<file path="src/rtl/imem_loader.sv">
// Byte-stream loader for the 64x16 shift-loaded IMEM: count header, then big-endian words, shifted in one per pulse.
// Latency: shift_enable one cycle after the lo-byte transfer, load_done/load_error one cycle after that; rx_ready drops only in DONE/ERR.
// Optional IMEM_LOADER_CHECKSUM_EN adds a trailing XOR checksum byte verified before DONE.
module imem_loader #(
    parameter int DEPTH          = 64,
    parameter int TIMEOUT_CYCLES = 1024
) (
    input  logic        clk,
    input  logic        rst,
    input  logic        rx_valid,
    input  logic [7:0]  rx_data,
    output logic        rx_ready,
    output logic        shift_enable,
    output logic [15:0] new_value,
    output logic        load_busy,
    output logic        load_done,
    output logic        load_error
);
    localparam int CW = $clog2(DEPTH + 1);
    localparam int TW = $clog2(TIMEOUT_CYCLES + 1);
    localparam logic [7:0]    DEPTH_B = 8'(DEPTH);
    localparam logic [TW-1:0] TO_LIM  = TW'(TIMEOUT_CYCLES);

`ifdef IMEM_LOADER_CHECKSUM_EN
    typedef enum logic [2:0] {S_IDLE, S_HI, S_LO, S_DONE, S_ERR, S_CSUM} state_t;
`else
    typedef enum logic [2:0] {S_IDLE, S_HI, S_LO, S_DONE, S_ERR} state_t;
`endif

    state_t        state_q, state_d;
    logic          rx_ready_q, rx_ready_d;
    logic          shift_enable_q, shift_enable_d;
    logic [15:0]   new_value_q, new_value_d;
    logic          load_busy_q, load_busy_d;
    logic          load_done_q, load_done_d;
    logic          load_error_q, load_error_d;
    logic [7:0]    hi_q, hi_d;
    logic [CW-1:0] rem_q, rem_d;
    logic [TW-1:0] to_cnt_q, to_cnt_d;
`ifdef IMEM_LOADER_CHECKSUM_EN
    logic [7:0]    csum_q, csum_d;
`endif
    logic          xfer;
    logic          in_frame;

    always_comb begin
        state_d        = state_q;
        shift_enable_d = 1'b0;
        new_value_d    = new_value_q;
        load_busy_d    = load_busy_q;
        load_done_d    = 1'b0;
        load_error_d   = 1'b0;
        hi_d           = hi_q;
        rem_d          = rem_q;
        to_cnt_d       = '0;
`ifdef IMEM_LOADER_CHECKSUM_EN
        csum_d         = csum_q;
        in_frame       = (state_q == S_HI) || (state_q == S_LO) || (state_q == S_CSUM);
`else
        in_frame       = (state_q == S_HI) || (state_q == S_LO);
`endif
        xfer = rx_valid && rx_ready_q;

        case (state_q)
            S_IDLE: begin
                if (xfer) begin
                    if ((rx_data == 8'd0) || (rx_data > DEPTH_B)) begin
                        state_d = S_ERR;
                    end else begin
                        state_d     = S_HI;
                        load_busy_d = 1'b1;
                        rem_d       = rx_data[CW-1:0];
`ifdef IMEM_LOADER_CHECKSUM_EN
                        csum_d      = 8'h00;
`endif
                    end
                end
            end
            S_HI: begin
                if (xfer) begin
                    hi_d    = rx_data;
                    state_d = S_LO;
`ifdef IMEM_LOADER_CHECKSUM_EN
                    csum_d  = csum_q ^ rx_data;
`endif
                end
            end
            S_LO: begin
                if (xfer) begin
                    new_value_d    = {hi_q, rx_data};
                    shift_enable_d = 1'b1;
                    rem_d          = rem_q - 1'b1;
`ifdef IMEM_LOADER_CHECKSUM_EN
                    csum_d  = csum_q ^ rx_data;
                    state_d = (rem_q == CW'(1)) ? S_CSUM : S_HI;
`else
                    state_d = (rem_q == CW'(1)) ? S_DONE : S_HI;
`endif
                end
            end
`ifdef IMEM_LOADER_CHECKSUM_EN
            S_CSUM: begin
                if (xfer) begin
                    state_d = (rx_data == csum_q) ? S_DONE : S_ERR;
                end
            end
`endif
            S_DONE: begin
                load_done_d = 1'b1;
                load_busy_d = 1'b0;
                rem_d       = '0;
                state_d     = S_IDLE;
            end
            S_ERR: begin
                load_error_d = 1'b1;
                load_busy_d  = 1'b0;
                rem_d        = '0;
                state_d      = S_IDLE;
            end
            default: state_d = S_IDLE;
        endcase

        // Stall watchdog: only counts while a frame is open and no byte moves.
        if (in_frame) begin
            to_cnt_d = xfer ? '0 : to_cnt_q + 1'b1;
            if (!xfer && (to_cnt_d == TO_LIM)) begin
                state_d  = S_ERR;
                to_cnt_d = '0;
            end
        end

        rx_ready_d = (state_d != S_DONE) && (state_d != S_ERR);
    end

    always_ff @(posedge clk) begin
        if (rst) begin
            state_q        <= S_IDLE;
            rx_ready_q     <= 1'b1;
            shift_enable_q <= 1'b0;
            new_value_q    <= 16'h0000;
            load_busy_q    <= 1'b0;
            load_done_q    <= 1'b0;
            load_error_q   <= 1'b0;
            hi_q           <= 8'h00;
            rem_q          <= '0;
            to_cnt_q       <= '0;
`ifdef IMEM_LOADER_CHECKSUM_EN
            csum_q         <= 8'h00;
`endif
        end else begin
            state_q        <= state_d;
            rx_ready_q     <= rx_ready_d;
            shift_enable_q <= shift_enable_d;
            new_value_q    <= new_value_d;
            load_busy_q    <= load_busy_d;
            load_done_q    <= load_done_d;
            load_error_q   <= load_error_d;
            hi_q           <= hi_d;
            rem_q          <= rem_d;
            to_cnt_q       <= to_cnt_d;
`ifdef IMEM_LOADER_CHECKSUM_EN
            csum_q         <= csum_d;
`endif
        end
    end

    assign rx_ready     = rx_ready_q;
    assign shift_enable = shift_enable_q;
    assign new_value    = new_value_q;
    assign load_busy    = load_busy_q;
    assign load_done    = load_done_q;
    assign load_error   = load_error_q;
endmodule

</file>
<file path="config.mk">
export PLATFORM = sky130hd
export DESIGN_NAME = imem_loader
export DESIGN_NICKNAME = d
export VERILOG_FILES = /design/src/rtl/imem_loader.sv
export SDC_FILE = /design/constraint.sdc
export NUM_CORES = 1
export LEC_CHECK = 0
export CELL_PAD_IN_SITES_DETAIL_PLACEMENT = 0
export CELL_PAD_IN_SITES_GLOBAL_PLACEMENT = 1
export CORE_ASPECT_RATIO = 0.5
export CORE_MARGIN = 1
export CORE_UTILIZATION = 37
export CTS_CLUSTER_DIAMETER = 50
export CTS_CLUSTER_SIZE = 25
export DETAILED_ROUTE_END_ITERATION = 10
export PLACE_DENSITY_LB_ADDON = 0.1
export SLEW_MARGIN = 30
export SYNTH_ARGS = -nofsm -noshare
export SYNTH_HDL_FRONTEND = slang
export SYNTH_SLANG_ARGS = --single-unit
</file>
<file path="constraint.sdc">
create_clock -name clk -period 1.8 [get_ports clk]
set_input_delay 0.18 -clock clk [delete_from_list [all_inputs] [get_ports clk]]
set_output_delay 0.18 -clock clk [all_outputs]
set_load 0.02 [all_outputs]
</file>
==> impl_metrics.tcl <==
set metrics [dict create \
    status "finished, final reports clean" \
    drive_gt1_frac 0.202 \
    io-pin-count 32 \
    wl_per_cell_um 13.5 \
    fin_crit_ns 1.71 \
    maxCapViolations 0 \
    p_total_mw 2.70 \
    die_area_um2 6960 \
    timing.critical_path.cells "ha_4, nand3_2, or4b_4, nand3_2, nor4b_4, a211oi_1" \
    via_per_inst 5.18 \
    maxSlewHeadroom 0.782 \
    gp_congestion 0.862 \
    grt_pass1_vias 2039 \
    io_buffers 31 \
    ir_drop_mv 0.379 \
    root_buffer "clkbuf_16" \
    worstMarginPinSlew_ns 0.325 \
    start_util 0.392 \
    grt_pass1_wl_um 9730 \
    internal-power_mw 2.00 \
    finish.utilization 0.533 \
    cts_sinks 50 \
    clockBufferDepth 2 \
    grt_antenna_before_repair 0 \
    drt_iter0_drc 120 \
    ant_nets 0 \
    fp.dieH_um 59.5 \
    yosysWarningCount 0 \
    drt_wl_total_um 5940 \
    syn_area_um2 2440 \
    cp-start-kind "flip-flop" \
    seq_area_frac_synth 0.409 \
    crit-reg2reg-launch "to_cnt_q[1]" \
    hold_start "rx_data[2]" \
    async_flop_share 0 \
    yosys.area.top_type "dfxtp_1" \
    combPwrFrac 0.153 \
    sequentialPowerShare 0.440 \
    path_common_cell "nand3_2" \
    vias 2275 \
    grt_start_max_net_pins 21 \
    switching_share 0.257 \
    mappedNetlistNets 303 \
    slowest_stage "or4b_4" \
    clkTransAtPathRegs_ns 0.07 \
    worstSetupEndpointType "flip-flop" \
    slew_viol_final 0 \
    p_leak_nw 1.31 \
    setup_violations 0 \
    rrSetupSlack_ns 0.09 \
    synthTopCellsByArea "dfxtp_1, nand2_1, a21oi_1" \
    crit_required_ns 1.96 \
    grt.total_usage 0.185 \
    hold_violations 0 \
    switching_power_mw 0.694 \
    synth_flop_cell "dfxtp_1" \
    rows 20 \
    hold_buffers 0 \
    finClkSkew_ns 0.00671 \
    whs_ns 0.257 \
    dpl.hpwl_um 4410 \
    syn_avg_cell_area_um2 8.46 \
    crit_path_start "to_cnt_q[1]" \
    ys_ff_latch 50 \
    syn_to_final_growth_pct 35.8 \
    p_per_area_nw_per_um2 812 \
    clk_latency_ns 0.29 \
    synth_edf_count 0 \
    cp_num_buf_inv 0 \
    die_w_um 117 \
    hold_class "input port to flip-flop" \
    fin_nets 364 \
    synth_cell_type_count 56 \
    critPathKind "flip-flop to flip-flop" \
    yosysTopAreaCellShare 0.409 \
    grt_overflow 0 \
    fmax_ghz 0.585 \
    synth_cells 289 \
    drc 0 \
    antenna_cells 0 \
    crit_arrival_ns 1.87 \
    cts_made_buffers 5 \
    htreeDepth 2 \
    core_um2 6230 \
    slowest_delay_ns 0.49 \
    fin_crit_sh 0.949 \
    worstPathMaxFanout 4 \
    dr.pass1.iters 4 \
    clock_power_share 0.407 \
    cts_tree "built" \
    path_delay_family "simple AND/OR/NAND/NOR gates" \
]
-- metal layers --
metal | vias up | wire length [um] | global-route usage
li1 | 1142 | - | -
met1 | 1074 | 3060 | 0.246
met2 | 54 | 2600 | 0.301
met3 | 5 | 250 | 0.0501
met4 | 0 | 34 | 0.0452
met5 | - | 0 | 0
-- cells in the final DEF, fill, tap and decap left out, drive strengths merged, types with 3 or more instances in the layout --
cell type	n
a211oi	3
a21o	4
a21oi	25
and2	5
and3	5
buf	39
clkbuf	5
clkdlybuf4s50	25
dfxtp	50
dlymetal6s2s	4
ha	3
inv	7
mux2i	11
nand2	49
nand3	10
nand4	5
nor2	28
nor3	4
nor4	5
o211ai	3
o21ai	8
o31ai	4
xnor2	7
xor2	6
-- area by class of cell --
class	instances	area, um2
fill	575	2910
multi-input combinational	217	1390
sequential	50	1000
timing repair buffer	70	623
clock buffer	5	125
tap	88	110
clock inverter	3	47.5
inverter	6	22.5
-- worst paths after layout --
path / end / cells past startpoint
setup reg to reg: to_cnt_q[10] / 6
hold / removal: new_value[2] / 3
setup / recovery: to_cnt_q[10] / 6
hold reg to reg: new_value[1] / 2
-- cell usage after synthesis, types with 2 or more instances --
| cell | number |
|---|---|
| nor3_1 | 4 |
| buf_6 | 2 |
| and3_1 | 5 |
| o21ai_0 | 6 |
| a311oi_1 | 2 |
| o31ai_1 | 4 |
| nand3_1 | 9 |
| dfxtp_1 | 50 |
| ha_1 | 3 |
| and2b_1 | 2 |
| xnor2_1 | 7 |
| or2_2 | 2 |
| and2_0 | 2 |
| and2_1 | 3 |
| nand4_1 | 4 |
| a21o_1 | 4 |
| a211oi_1 | 3 |
| nand3b_1 | 2 |
| inv_1 | 6 |
| clkbuf_1 | 7 |
| buf_2 | 5 |
| nor4_1 | 4 |
| nand2b_1 | 2 |
| nand2_1 | 49 |
| a21oi_1 | 25 |
| xor2_1 | 6 |
| nor2_1 | 28 |
| o211ai_1 | 3 |
| mux2i_1 | 11 |
| a22o_1 | 2 |
| a211o_1 | 2 |
-- tightest hold or removal path: stages --
cell	delay, ns
dlymetal6s2s_1	0.19
nand2_1	0.08
a21oi_1	0.05
-- stage by stage --
step                      instance area (um2)  cells  worst slack (ns)  TNS [ns]
after floorplan                          2460    289            0.0365         0
after global placement                   3090    430            -0.320     -2.48
after detailed placement                 3090    430            -0.321     -2.66
after CTS                                3270    439          0.000703         0
after global routing                     3320    439          -0.00716  -0.00716
final                                    3320    439            0.0918         0
-- cells by family after synthesis --
logic type,count (synthesis),share of synthesized area
DFF,50,0.409
xor gates and xnor gates,13,0.0466
muxes,11,0.0450
AOI/OAI and AO/OA,62,0.168
adders and majority gates,3,0.0154
buffers and inverters,22,0.0445
and+or+nand+nor,128,0.271
-- timing repair --
item,4_1_cts,5_1_grt
setup endpoints to repair,1,12
pin swaps,1,5
setup buffers,1,0
gates resized for setup,2,15
-- registers in the layout, summed over array words and instances (netlist names) --
signal and count:
new_value 16, to_cnt_q 11, hi_q 8, rem_q 7, state_q 3, load_busy 1, load_done 1, load_error 1
rx_ready 1, shift_enable 1
-- power by group through the flow --
stage	Clock [mW]	Sequential [mW]	Combinational, mW
final	1.10	1.19	0.412
after global routing	1.18	1.19	0.455
after CTS	1.13	1.18	0.407
after detailed placement	0	1.21	0.406
after global placement	0	1.21	0.406
after floorplan	0	1.20	0.241
Power figures use the tool's default switching activity.
